File: config.mk
export PLATFORM = sky130hd
export DESIGN_NAME = if_queue_flat
export DESIGN_NICKNAME = d
export VERILOG_FILES = /design/src/rtl/if_queue_if.sv /design/src/rtl/if_queue.sv /design/src/flat_wrapper.sv
export SDC_FILE = /design/constraint.sdc
export NUM_CORES = 1
export LEC_CHECK = 0
export CORE_MARGIN = 2
export CORE_UTILIZATION = 58
export DETAILED_ROUTE_END_ITERATION = 6
export PLACE_DENSITY = 0.94
export SYNTH_ARGS = -nofsm -noshare
export SYNTH_HDL_FRONTEND = slang
export SYNTH_SLANG_ARGS = --single-unit
File: constraint.sdc
create_clock -name clk -period 7.05 [get_ports clk]
set_input_delay 2.115 -clock clk [delete_from_list [all_inputs] [get_ports clk]]
set_output_delay 2.115 -clock clk [all_outputs]
set_load 0.03 [all_outputs]
File: src/rtl/if_queue_if.sv
// Fetch-side and decode-side signal bundle for if_queue.
// The master modport is the queue itself; the slave modport is memory plus decode.
interface if_queue_if #(
  parameter int DEPTH = 4
);
  localparam int CNT_W = $clog2(DEPTH + 1);

  logic             req_valid;
  logic [31:0]      req_addr;
  logic             MIO_ready;
  logic [31:0]      inst_in;
  logic             out_valid;
  logic [31:0]      out_pc;
  logic [31:0]      out_inst;
  logic             out_pred_taken;
  logic             id_stall;
  logic             redirect;
  logic [31:0]      redirect_pc;
  logic [CNT_W-1:0] count;

  modport master (
    output req_valid, req_addr, out_valid, out_pc, out_inst, out_pred_taken, count,
    input  MIO_ready, inst_in, id_stall, redirect, redirect_pc
  );

  modport slave (
    input  req_valid, req_addr, out_valid, out_pc, out_inst, out_pred_taken, count,
    output MIO_ready, inst_in, id_stall, redirect, redirect_pc
  );
endinterface

File: src/rtl/if_queue.sv
// Instruction fetch queue: fetches sequentially from fetch_pc and buffers
// {pc, inst} for decode. Define IFQ_JAL_PREDICT_EN to follow JAL targets at fetch.
module if_queue #(
  parameter int          DEPTH    = 4,
  parameter logic [31:0] RESET_PC = 32'h0000_0000
) (
  input  logic         clk,
  input  logic         rst_n,
  if_queue_if.master   bus
);
  localparam int PTR_W = $clog2(DEPTH);
  localparam int CNT_W = $clog2(DEPTH + 1);

  logic [PTR_W-1:0] head_q, head_d, tail_q, tail_d;
  logic [CNT_W-1:0] count_q, count_d;
  logic [31:0]      fetch_pc_q, fetch_pc_d;
  logic [31:0]      next_pc;
  logic             full, push, pop;

  logic [31:0]      pc_mem_q   [DEPTH];
  logic [31:0]      inst_mem_q [DEPTH];

  logic             unused_rpc;
  assign unused_rpc = ^bus.redirect_pc[1:0];

  // A full queue refuses fetches even if decode pops this cycle.
  assign full          = (count_q == CNT_W'(DEPTH));
  assign bus.req_valid = rst_n & ~full & ~bus.redirect;
  assign bus.req_addr  = fetch_pc_q;
  assign push          = bus.req_valid & bus.MIO_ready;
  assign pop           = bus.out_valid & ~bus.id_stall & ~bus.redirect;

  assign bus.out_valid = (count_q != '0);
  assign bus.out_pc    = bus.out_valid ? pc_mem_q[head_q]   : '0;
  assign bus.out_inst  = bus.out_valid ? inst_mem_q[head_q] : '0;
  assign bus.count     = count_q;

`ifdef IFQ_JAL_PREDICT_EN
  logic        pred_mem_q [DEPTH];
  logic        is_jal;
  logic [31:0] jal_off;

  always_comb begin
    is_jal  = (bus.inst_in[6:0] == 7'b1101111);
    jal_off = {{11{bus.inst_in[31]}}, bus.inst_in[31], bus.inst_in[19:12],
               bus.inst_in[20], bus.inst_in[30:21], 1'b0};
    next_pc = is_jal ? fetch_pc_q + jal_off : fetch_pc_q + 32'd4;
  end

  always_ff @(posedge clk) begin
    if (push) pred_mem_q[tail_q] <= is_jal;
  end

  assign bus.out_pred_taken = bus.out_valid ? pred_mem_q[head_q] : 1'b0;
`else
  assign next_pc            = fetch_pc_q + 32'd4;
  assign bus.out_pred_taken = 1'b0;
`endif

  // NOTE: storage has no reset; count/pointers alone define which entries are live.
  always_ff @(posedge clk) begin
    if (push) begin
      pc_mem_q[tail_q]   <= fetch_pc_q;
      inst_mem_q[tail_q] <= bus.inst_in;
    end
  end

  // NOTE: every next-state signal gets its hold value first so no latch is inferred.
  always_comb begin
    head_d     = head_q;
    tail_d     = tail_q;
    count_d    = count_q;
    fetch_pc_d = fetch_pc_q;
    if (bus.redirect) begin
      head_d     = '0;
      tail_d     = '0;
      count_d    = '0;
      fetch_pc_d = {bus.redirect_pc[31:2], 2'b00};
    end else begin
      if (push) begin
        tail_d     = (tail_q == PTR_W'(DEPTH - 1)) ? '0 : tail_q + PTR_W'(1);
        fetch_pc_d = next_pc;
      end
      if (pop) begin
        head_d = (head_q == PTR_W'(DEPTH - 1)) ? '0 : head_q + PTR_W'(1);
      end
      case ({push, pop})
        2'b10:   count_d = count_q + CNT_W'(1);
        2'b01:   count_d = count_q - CNT_W'(1);
        default: count_d = count_q;
      endcase
    end
  end

  // NOTE: state registers use non-blocking assignments so all update together at the edge.
  always_ff @(posedge clk or negedge rst_n) begin
    if (!rst_n) begin
      head_q     <= '0;
      tail_q     <= '0;
      count_q    <= '0;
      fetch_pc_q <= RESET_PC;
    end else begin
      head_q     <= head_d;
      tail_q     <= tail_d;
      count_q    <= count_d;
      fetch_pc_q <= fetch_pc_d;
    end
  end
endmodule

File: src/flat_wrapper.sv
// flat-port wrapper written by rule: the top's interface ports become plain ports
module if_queue_flat 
#(
  parameter int          DEPTH    = 4,
  parameter logic [31:0] RESET_PC = 32'h0000_0000
)
  (clk, rst_n, bus_req_valid, bus_req_addr, bus_out_valid, bus_out_pc, bus_out_inst, bus_out_pred_taken, bus_count, bus_MIO_ready, bus_inst_in, bus_id_stall, bus_redirect, bus_redirect_pc);
  if_queue_if #(.DEPTH(DEPTH)) bus_i ();
  input  logic clk;
  input  logic rst_n;
  output wire logic [$bits(bus_i.req_valid)-1:0] bus_req_valid;
  output wire logic [$bits(bus_i.req_addr)-1:0] bus_req_addr;
  output wire logic [$bits(bus_i.out_valid)-1:0] bus_out_valid;
  output wire logic [$bits(bus_i.out_pc)-1:0] bus_out_pc;
  output wire logic [$bits(bus_i.out_inst)-1:0] bus_out_inst;
  output wire logic [$bits(bus_i.out_pred_taken)-1:0] bus_out_pred_taken;
  output wire logic [$bits(bus_i.count)-1:0] bus_count;
  input wire logic [$bits(bus_i.MIO_ready)-1:0] bus_MIO_ready;
  input wire logic [$bits(bus_i.inst_in)-1:0] bus_inst_in;
  input wire logic [$bits(bus_i.id_stall)-1:0] bus_id_stall;
  input wire logic [$bits(bus_i.redirect)-1:0] bus_redirect;
  input wire logic [$bits(bus_i.redirect_pc)-1:0] bus_redirect_pc;
  assign bus_req_valid = bus_i.req_valid;
  assign bus_req_addr = bus_i.req_addr;
  assign bus_out_valid = bus_i.out_valid;
  assign bus_out_pc = bus_i.out_pc;
  assign bus_out_inst = bus_i.out_inst;
  assign bus_out_pred_taken = bus_i.out_pred_taken;
  assign bus_count = bus_i.count;
  assign bus_i.MIO_ready = bus_MIO_ready;
  assign bus_i.inst_in = bus_inst_in;
  assign bus_i.id_stall = bus_id_stall;
  assign bus_i.redirect = bus_redirect;
  assign bus_i.redirect_pc = bus_redirect_pc;
  if_queue #(.DEPTH(DEPTH), .RESET_PC(RESET_PC)) u_core (.clk(clk), .rst_n(rst_n), .bus(bus_i));
endmodule
==> impl_metrics.yaml, run 1 <==
status:
  status: "finished clean"
worst_setup_path:
  r2r_end: "u_core.bus.count[2]"
  crit_path_start_kind: "input port"
  crit_required_ns: 4.93
  reg2reg_depth: 9
  crit_arrival_ns: 3.45
  ff2ff_setup_slack_ns: 3.95
  endpoint: "bus_req_valid"
  worstSetupPathType: "in -> out"
  critPathCaptureType: "output pin"
  timing.rr.start: "u_core.bus.count[2]"
  setup.worst_path.start: "bus_redirect"
  cp_max_fo: 2
sta:
  final_hold_viol_count: 0
  slew_headroom_pct: 9.987
  slew_violations: 0
  fin_worst_skew_ns: 0.009312
  post-route-period-util_pct: 78.98
  tightest_slew_ns: 1.345
  tns_ns: 0
  max_freq_mhz: 179.6
  rsz0062_at_grt: "no"
  setup_violations: 0
  period_minus_slack_ns: 5.568
die:
  ios: 171
  die_x_microns: 145.9
  initial_utilization_pct: 59.58
  die-area_sq_um: 21280
  coreArea_sq_um: 19590
  fp.dieH_microns: 145.9
  rows: 51
grt:
  grt_pass1_wl_microns: 38210
  grt_pass1_vias: 6901
  grt_max_degree: 65
  grt_usage_pct: 23.19
  overflow: 0
  antenna_found_initial: 0
power_and_ir_drop:
  p_int_mw: 3.457
  p_sw_share_pct: 31.71
  ir_worst_vdd_mv: 0.2398
  p_leak_nw: 4.728
  clock_power_share_pct: 27.2
  power.total_mw: 5.063
  power.switching_mw: 1.606
  p_seq_share_pct: 40.6
  powerDensity_nw_per_um2: 352.4
  combPwrFrac_pct: 32.2
logic_synthesis:
  synth_fa_ha_area_share_pct: 0.8147
  synth_top_family_by_area: "multiplexers"
  syn_inst: 669
  yosysTopAreaCellShare_pct: 63.80
  ys_seq_elements: 285
  synth_edf_count: 248
  yosys_warnings: 0
  synthSimpleGateAreaFrac_pct: 9.540
  syn_area_per_cell_sq_um: 17.45
  yosys_most_used_dff: "edfxtp_1"
  synth_top_area_cell: "edfxtp_1"
  netlist_top_cells_area: "edfxtp_1 64%, mux4_2 12%, dfrtp_1 7.9%"
  synthDistinctLibCells: 49
  synth_mux_area_share_pct: 12.31
  syn-cell-area_sq_um: 11670
  synth_compound_area_share_pct: 3.645
  yosysSeqAreaShare_pct: 71.73
  async_flop_share_pct: 12.98
  yosys.area_share.xor_xnor_pct: 0.2251
routing:
  num_vias: 6829
  drt-wirelength-per-cell_microns: 22.11
  avgViaCountPerCell: 6.119
  dr.pass1.iters: 5
  drc_errors: 0
  wl_microns: 24680
  drtIter0Drc: 742
  ant_nets: 0
clock_tree:
  clock-sinks: 285
  root_buffer: "clkbuf_16"
  clk_pin_slew_worst_paths_ns: 0.06
  cts.htree.levels: 1
  cts_tree: "built"
  postCtsSetupRepairBufs: 0
  post_cts_resized: 0
  ctsHoldBuffers: 0
  clk_latency_ns: 0.52
  cts_made_buffers: 27
  clockBufferDepth: 3
placed_design:
  hpwl_microns: 14600
  post-place-cells: 1068
  gp_congestion: 0.8814
  portBuffers: 163
layout:
  fin_cells: 1116
  drive_above_1_share_pct: 13.98
  final_common_cell: "edfxtp_1"
  antennaDiodeCount: 0
  final_nets: 908
  final_cell_mix: "248 x edfxtp_1, 162 x clkdlybuf4s50_1, 63 x and2_1"
  areaGrowthSynthToFinish_pct: 23.10
hold_path:
  hp-class: "reg -> reg"
flow_run:
  maxCapViolCount: 0
## worst min-delay path by stage
stage	endpoint	depth (start not counted)	slack (ns)	from
CTS	u_core.tail_q[1]	2	0.63	u_core.tail_q[1]
detailed placement	u_core.tail_q[1]	2	0.62	u_core.tail_q[1]
global route	u_core.pc_mem_q[2][26]	0	0.65	u_core.bus.req_addr[26]
floorplan	u_core.tail_q[0]	2	0.56	u_core.tail_q[0]
finish	u_core.bus.count[2]	2	0.63	u_core.bus.count[2]
global placement	u_core.tail_q[0]	2	0.59	u_core.tail_q[0]
## Yosys cell counts, drive strengths merged, types with 4 or more instances
library cell,count
and2,68
a22oi,6
nor2b,7
nand2,38
o21ai,26
inv,7
mux2i,4
mux4,62
ha,6
buf,15
nand3,21
nor2,22
or3,7
clkbuf,23
nor4,4
nand4,10
a31oi,4
dfrtp,37
edfxtp,248
nor3,4
o211ai,4
a21oi,9
o311ai,10
## cell type report
cell class | instances | area [sq um]
sequential | 285 | 8381
fill | 1143 | 5221
multi-input combinational | 343 | 3126
timing repair buffer | 168 | 1664
clock buffer | 38 | 747.0
tap | 265 | 331.6
clock inverter | 10 | 93.84
inverter | 7 | 26.28
## layer usage
metal	part of all wire, %	vias to the layer above	GRT usage [%]	wire (microns)
met1	39	3465	31.44	9695
met3	8.8	36	4.545	2176
li1	-	2958	-	-
met5	0	-	0	0
met2	50	370	39.58	12460
met4	1.4	0	5.343	344
## worst max-delay path, cell delays in order
cell and delay [ns]:
clkdlybuf4s50_1 0.44, nor3b_1 0.20, clkdlybuf4s50_1 0.70
## registers in the layout (all words and copies together) (netlist names)
register             cells
u_core.head_q            2
u_core.bus.count         3
u_core.bus.req_addr     30
u_core.pc_mem_q        120
u_core.tail_q            2
u_core.inst_mem_q      128
## kinds of logic (layout without fill, tap and decap cells)
family                   after synthesis  after routing
AO/OA/AOI/OAI                         66             66
XOR/XNOR                               3              3
adder cells (fa/ha/maj)                7              7
buffers and inverters                 45            223
flip-flops                           285            285
multiplexers                          66             66
other                                  1              5
AND/OR/NAND/NOR                      196            196
## power by group through the flow
stage	logic (mW)	clock network [mW]	registers (mW)
detailed placement	1.64	0	2.09
finish	1.63	1.38	2.05
CTS	1.65	1.40	2.06
global placement	1.61	0	2.08
global route	1.71	1.47	2.07
floorplan	1.01	0	2.06
## stage by stage
stage	worst slack, ns	hold WS (ns)	util (%)	cell area, sq um
2_1_floorplan	1.670	0.5614	-	11690
3_3_place_gp	1.490	0.5937	69.06	13530
3_5_place_dp	1.466	0.6186	69.06	13530
4_1_cts	1.466	0.6288	73.35	14370
5_1_grt	1.411	0.6488	73.35	14370
6_report	1.482	0.6292	73.35	14370
Note: power is estimated with default switching activity, not from simulation.
==> run 2: changes to the inputs <==
--- a/config.mk
+++ b/config.mk
@@ -6,9 +6,9 @@
 export NUM_CORES = 1
 export LEC_CHECK = 0
 export CORE_MARGIN = 2
-export CORE_UTILIZATION = 58
+export CORE_UTILIZATION = 54
 export DETAILED_ROUTE_END_ITERATION = 6
-export PLACE_DENSITY = 0.94
+export PLACE_DENSITY = 0.89
 export SYNTH_ARGS = -nofsm -noshare
 export SYNTH_HDL_FRONTEND = slang
 export SYNTH_SLANG_ARGS = --single-unit
==> constraint.sdc (replaced) <==
create_clock -name clk -period 5.6 [get_ports clk]
set_input_delay 1.68 -clock clk [delete_from_list [all_inputs] [get_ports clk]]
set_output_delay 1.68 -clock clk [all_outputs]
set_load 0.03 [all_outputs]
==> run 2 against run 1 <==
  * Critical path depth is 1 higher
  * Sequential share of layout area is 0.29 points lower
  * Register-to-register slack worse by 1.0 ns
  * Utilization is 4.9 points lower
  * Largest cell class unchanged
  * Worst setup slack worse by 0.74 ns
  * Die area is 7.2% higher
  * Via count is 0.16% lower
  * Worst hold slack worse by 0.018 ns
  * Non-clock buffer count is 5 higher
  * Clock skew is 0.0091 ns higher
  * Largest power group unchanged
==> impl_metrics.yaml, run 2 (synthesis results as in run 1) <==
status:
  status: "finished clean"
worst_setup_path:
  worstSetupPathType: "reg -> out"
  crit_arrival_ns: 3.17
  critPathMaxStageDelay_ns: 0.64
  crit_family: "buffers and inverters"
  crit_path_top_delay_cell: "clkdlybuf4s50_1"
  r2r_end: "u_core.bus.req_addr[6]"
  crit_required_ns: 3.92
  cp_max_fo: 63
  ff2ff_setup_slack_ns: 2.91
  timing.rr.start: "u_core.bus.count[0]"
  path_buf_inv: 2
  critPathCaptureType: "output pin"
  reg2reg_depth: 6
  cp_cell_sequence: "nor3_1, inv_2, and2_1, clkdlybuf4s50_1"
  crit_path_start_kind: "register"
clock_tree:
  cts.htree.levels: 1
  cts_made_buffers: 29
  clock-sinks: 285
  clk_pin_slew_worst_paths_ns: 0.06
  postCtsSetupRepairBufs: 0
  cts_tree: "built"
  clockBufferDepth: 3
  ctsHoldBuffers: 0
  clk_latency_ns: 0.54
  root_buffer: "clkbuf_16"
  post_cts_resized: 0
placed_design:
  portBuffers: 163
  hpwl_microns: 14700
  gp_congestion: 0.8418
layout:
  final_cell_mix: "248 x edfxtp_1, 161 x clkdlybuf4s50_1, 63 x and2_1"
  drive_above_1_share_pct: 14.70
  final_common_cell: "edfxtp_1"
  antennaDiodeCount: 0
  regArea_sq_um: 8381
  largest_reg_flops: 128
  fill_cells: 1384
  final_nets: 915
  multi_input_area_sq_um: 3126
  regMostFlops: "u_core.inst_mem_q"
  finish.utilization_pct: 68.48
  areaGrowthSynthToFinish_pct: 23.72
power_and_ir_drop:
  ir_worst_vdd_mv: 0.2518
  powerDensity_nw_per_um2: 441.8
  p_leak_nw: 4.759
hold_path:
  hold_end: "u_core.bus.count[2]"
  min_from: "u_core.bus.count[2]"
  holdPathStages: 2
  hp-class: "reg -> reg"
sta:
  tightest_slew_ns: 1.247
  slew_violations: 0
  period_minus_slack_ns: 4.854
  slew_headroom_pct: 16.57
  tns_ns: 0
  rsz0062_at_grt: "no"
  fin_worst_skew_ns: 0.01844
  max_freq_mhz: 206.0
  post-route-period-util_pct: 86.68
  setup_violations: 0
  final_hold_viol_count: 0
routing:
  num_vias: 6818
  ant_nets: 0
  dr.pass1.iters: 7
  wl_microns: 24730
  drc_errors: 0
  drt-wirelength-per-cell_microns: 21.84
  avgViaCountPerCell: 6.023
  drtIter0Drc: 610
die:
  die-area_sq_um: 22810
  ios: 171
  initial_utilization_pct: 55.35
  fp.dieH_microns: 151.0
  die_x_microns: 151.0
  rows: 53
  coreArea_sq_um: 21090
flow_run:
  maxCapViolCount: 0
grt:
  overflow: 0
  grt_pass1_vias: 7069
  grt_pass1_wl_microns: 38580
  antenna_found_initial: 0
  grt_usage_pct: 22.19
  grt_max_degree: 65
[run 2: per-stage QoR]
stage / setup WS, ns / total power [mW] / cell area [sq um] / cells / hold slack, ns
floorplan: 1.090 / 3.865 / 11690 / 673 / 0.5614
global placement: 1.054 / 4.676 / 13600 / 1083 / 0.5767
detailed placement: 1.014 / 4.712 / 13600 / 1083 / 0.6004
CTS: 0.7227 / 6.446 / 14440 / 1132 / 0.6062
global route: 0.4881 / 6.644 / 14440 / 1132 / 0.6555
finish: 0.7462 / 6.380 / 14440 / 1132 / 0.6107
[run 2: power breakdown]
group | internal, mW | switching [mW] | total [mW]
clock | 0.989 | 0.749 | 1.74
sequential | 2.42 | 0.172 | 2.59
combinational | 0.933 | 1.12 | 2.05
[run 2: how the worst max path moves through the flow]
stage | start | end | slack, ns | cells past startpoint
after floorplan | bus_redirect | bus_req_valid | 1.09 | 3
after global placement | bus_redirect | bus_req_valid | 1.05 | 3
after detailed placement | bus_redirect | bus_req_valid | 1.01 | 3
after CTS | u_core.bus.count[0] | bus_out_pc[3] | 0.72 | 4
after global routing | u_core.bus.count[0] | bus_out_pc[29] | 0.49 | 4
final | u_core.bus.count[0] | bus_out_pc[3] | 0.75 | 4
[run 2: worst register-to-register path: stages (launching register included)]
cell	delay, ns
dfrtp_1	0.46
nor3b_2	0.44
nor2_1	0.12
buf_4	0.20
nor2_1	0.94
o21ai_0	0.27
o311ai_0	0.15
[run 2: layout make-up]
| cell class | instances | share of cell area, % |
|---|---|---|
| Sequential cell | 285 | 58.03 |
| Inverter | 7 | 0.1819 |
| Clock buffer | 37 | 5.233 |
| Multi-Input combinational cell | 343 | 21.64 |
| Timing Repair Buffer | 173 | 11.94 |
| Tap cell | 275 | 2.383 |
| Clock inverter | 12 | 0.5892 |
[run 2: routing by layer]
metal	GRT usage (%)	part of all wire (%)	up-vias
met5	0	0	-
met4	5.935	1.9	0
met3	4.066	9.1	33
met2	37.27	50	353
met1	30.37	39	3458
li1	-	-	2974
==> run 3: changes to the inputs <==
--- a/config.mk
+++ b/config.mk
@@ -6,9 +6,10 @@
 export NUM_CORES = 1
 export LEC_CHECK = 0
 export CORE_MARGIN = 2
-export CORE_UTILIZATION = 54
+export CORE_UTILIZATION = 62
 export DETAILED_ROUTE_END_ITERATION = 6
-export PLACE_DENSITY = 0.89
+export DONT_BUFFER_PORTS = 1
+export PLACE_DENSITY = 0.88
 export SYNTH_ARGS = -nofsm -noshare
 export SYNTH_HDL_FRONTEND = slang
 export SYNTH_SLANG_ARGS = --single-unit
==> run 3 against run 2 <==
  * Global-route usage is 1.4 points higher
  * Utilization is 0.31 points higher
  * Clock-buffer cell count shrank 2
  * Clock skew down 0.012 ns
  * Worst hold slack better by 0.027 ns
  * Die area fell by 13%
  * Sequential share of layout area increased by 7.5 points
==> impl_metrics.yaml, run 3 (synthesis results as in run 1) <==
clock_tree:
  clock-sinks: 285
  clk_pin_slew_worst_paths_ns: 0.06
  ctsHoldBuffers: 0
  postCtsSetupRepairBufs: 0
  root_buffer: "clkbuf_16"
  cts_made_buffers: 28
  clk_latency_ns: 0.53
  cts.htree.levels: 1
  cts_tree: "built"
  clockBufferDepth: 3
  post_cts_resized: 0
routing:
  ant_nets: 0
  drt-wirelength-per-cell_microns: 24.96
  wl_microns: 23130
  num_vias: 6042
  drtIter0Drc: 485
  avgViaCountPerCell: 6.518
  drc_errors: 0
  dr.pass1.iters: 5
flow_run:
  maxCapViolCount: 0
layout:
  final_nets: 747
  areaGrowthSynthToFinish_pct: 9.497
  multi_input_area_sq_um: 3126
  regMostFlops: "u_core.inst_mem_q"
  regArea_sq_um: 8378
  final_common_cell: "edfxtp_1"
  final_cell_mix: "248 x edfxtp_1, 63 x and2_1, 62 x mux4_2"
  fill_cells: 1172
  largest_reg_flops: 128
  drive_above_1_share_pct: 17.89
  antennaDiodeCount: 0
die:
  fp.dieH_microns: 141.2
  initial_utilization_pct: 62.82
  rows: 50
  coreArea_sq_um: 18580
  ios: 171
  die-area_sq_um: 19940
  die_x_microns: 141.2
grt:
  overflow: 0
  grt_pass1_wl_microns: 36130
  grt_usage_pct: 23.62
  antenna_found_initial: 0
  grt_pass1_vias: 6235
  grt_max_degree: 64
hold_path:
  holdPathStages: 2
  min_from: "u_core.tail_q[0]"
  hp-class: "reg -> reg"
  hold_end: "u_core.tail_q[0]"
power_and_ir_drop:
  powerDensity_nw_per_um2: 460.1
  p_leak_nw: 4.157
  ir_worst_vdd_mv: 0.3245
worst_setup_path:
  critPathCaptureType: "output pin"
  timing.rr.start: "u_core.bus.count[2]"
  ff2ff_setup_slack_ns: 2.65
  reg2reg_depth: 6
  r2r_end: "u_core.bus.req_addr[13]"
  crit_path_start_kind: "register"
  crit_arrival_ns: 2.83
  worstSetupPathType: "reg -> out"
  cp_max_fo: 63
  crit_required_ns: 3.92
sta:
  final_hold_viol_count: 0
  setup_ws_ns: 1.094
  slew_violations: 0
  post-route-period-util_pct: 80.46
  rsz0062_at_grt: "no"
  fin_worst_skew_ns: 0.006834
  period_minus_slack_ns: 4.506
  tns_ns: 0
  max_freq_mhz: 221.9
  setup_violations: 0
  tightest_slew_ns: 1.175
  slew_headroom_pct: 21.37
placed_design:
  post-place-ws_ns: 1.483
  portBuffers: 0
  hpwl_microns: 13600
  gp_congestion: 0.9243
status:
  status: "finished clean"
## run 3: cell count changes in the layout (fill, tap and decap cells not counted), moves of 2 or more
cell,previous run,this run
clkdlybuf4s50_1,161,0
buf_4,9,6
buf_12,2,0
bufinv_16,1,3
clkbuf_1,8,6
## run 3: worst max path at each step
stage                   startpoint            end  slack (ns)  cells past startpoint
5_1_grt        u_core.bus.count[0]  bus_out_pc[7]        0.79                      3
4_1_cts        u_core.bus.count[0]  bus_out_pc[7]        1.08                      3
3_5_place_dp          bus_redirect  bus_req_valid        1.48                      1
6_report       u_core.bus.count[0]  bus_out_pc[7]        1.09                      3
3_3_place_gp          bus_redirect  bus_req_valid        1.47                      1
2_1_floorplan         bus_redirect  bus_req_valid        1.09                      3
## run 3: critical path: stages (launching register included)
cell and delay (ns):
dfrtp_1 0.58, nor3_1 0.62, inv_2 0.58, and2_1 0.46
## run 3: routing by layer
| layer | track usage [%] | part of all wire, % | vias up |
|---|---|---|---|
| met1 | 32.80 | 40 | 3086 |
| met4 | 4.947 | 1.1 | 0 |
| met5 | 0 | 0 | - |
| li1 | - | - | 2640 |
| met2 | 37.89 | 49 | 287 |
| met3 | 7.303 | 9.9 | 29 |
## run 3: where the power goes
group          internal [mW]  total (mW)  switching [mW]
Clock                   1.09        1.85           0.763
Combinational          0.441        1.37           0.931
Sequential              2.42        2.66           0.242
Total                   3.94        5.88            1.94
## run 3: cell type report
cell class,count,area share [%]
sequential,285,65.55
multi-input combinational,343,24.45
clock buffer,35,5.854
tap,234,2.291
clock inverter,17,1.292
timing repair buffer,6,0.3524
inverter,7,0.2056
## run 3: through the flow
stage	cell area [sq um]	instances	utilization, %	hold slack (ns)	total power, mW
after floorplan	11690	673	-	0.5614	3.865
after global placement	11870	875	63.87	0.5757	4.058
after detailed placement	11870	875	63.87	0.6290	4.096
after CTS	12780	927	68.79	0.6435	5.934
after global routing	12780	927	68.79	0.6760	6.110
final	12780	927	68.79	0.6382	5.880
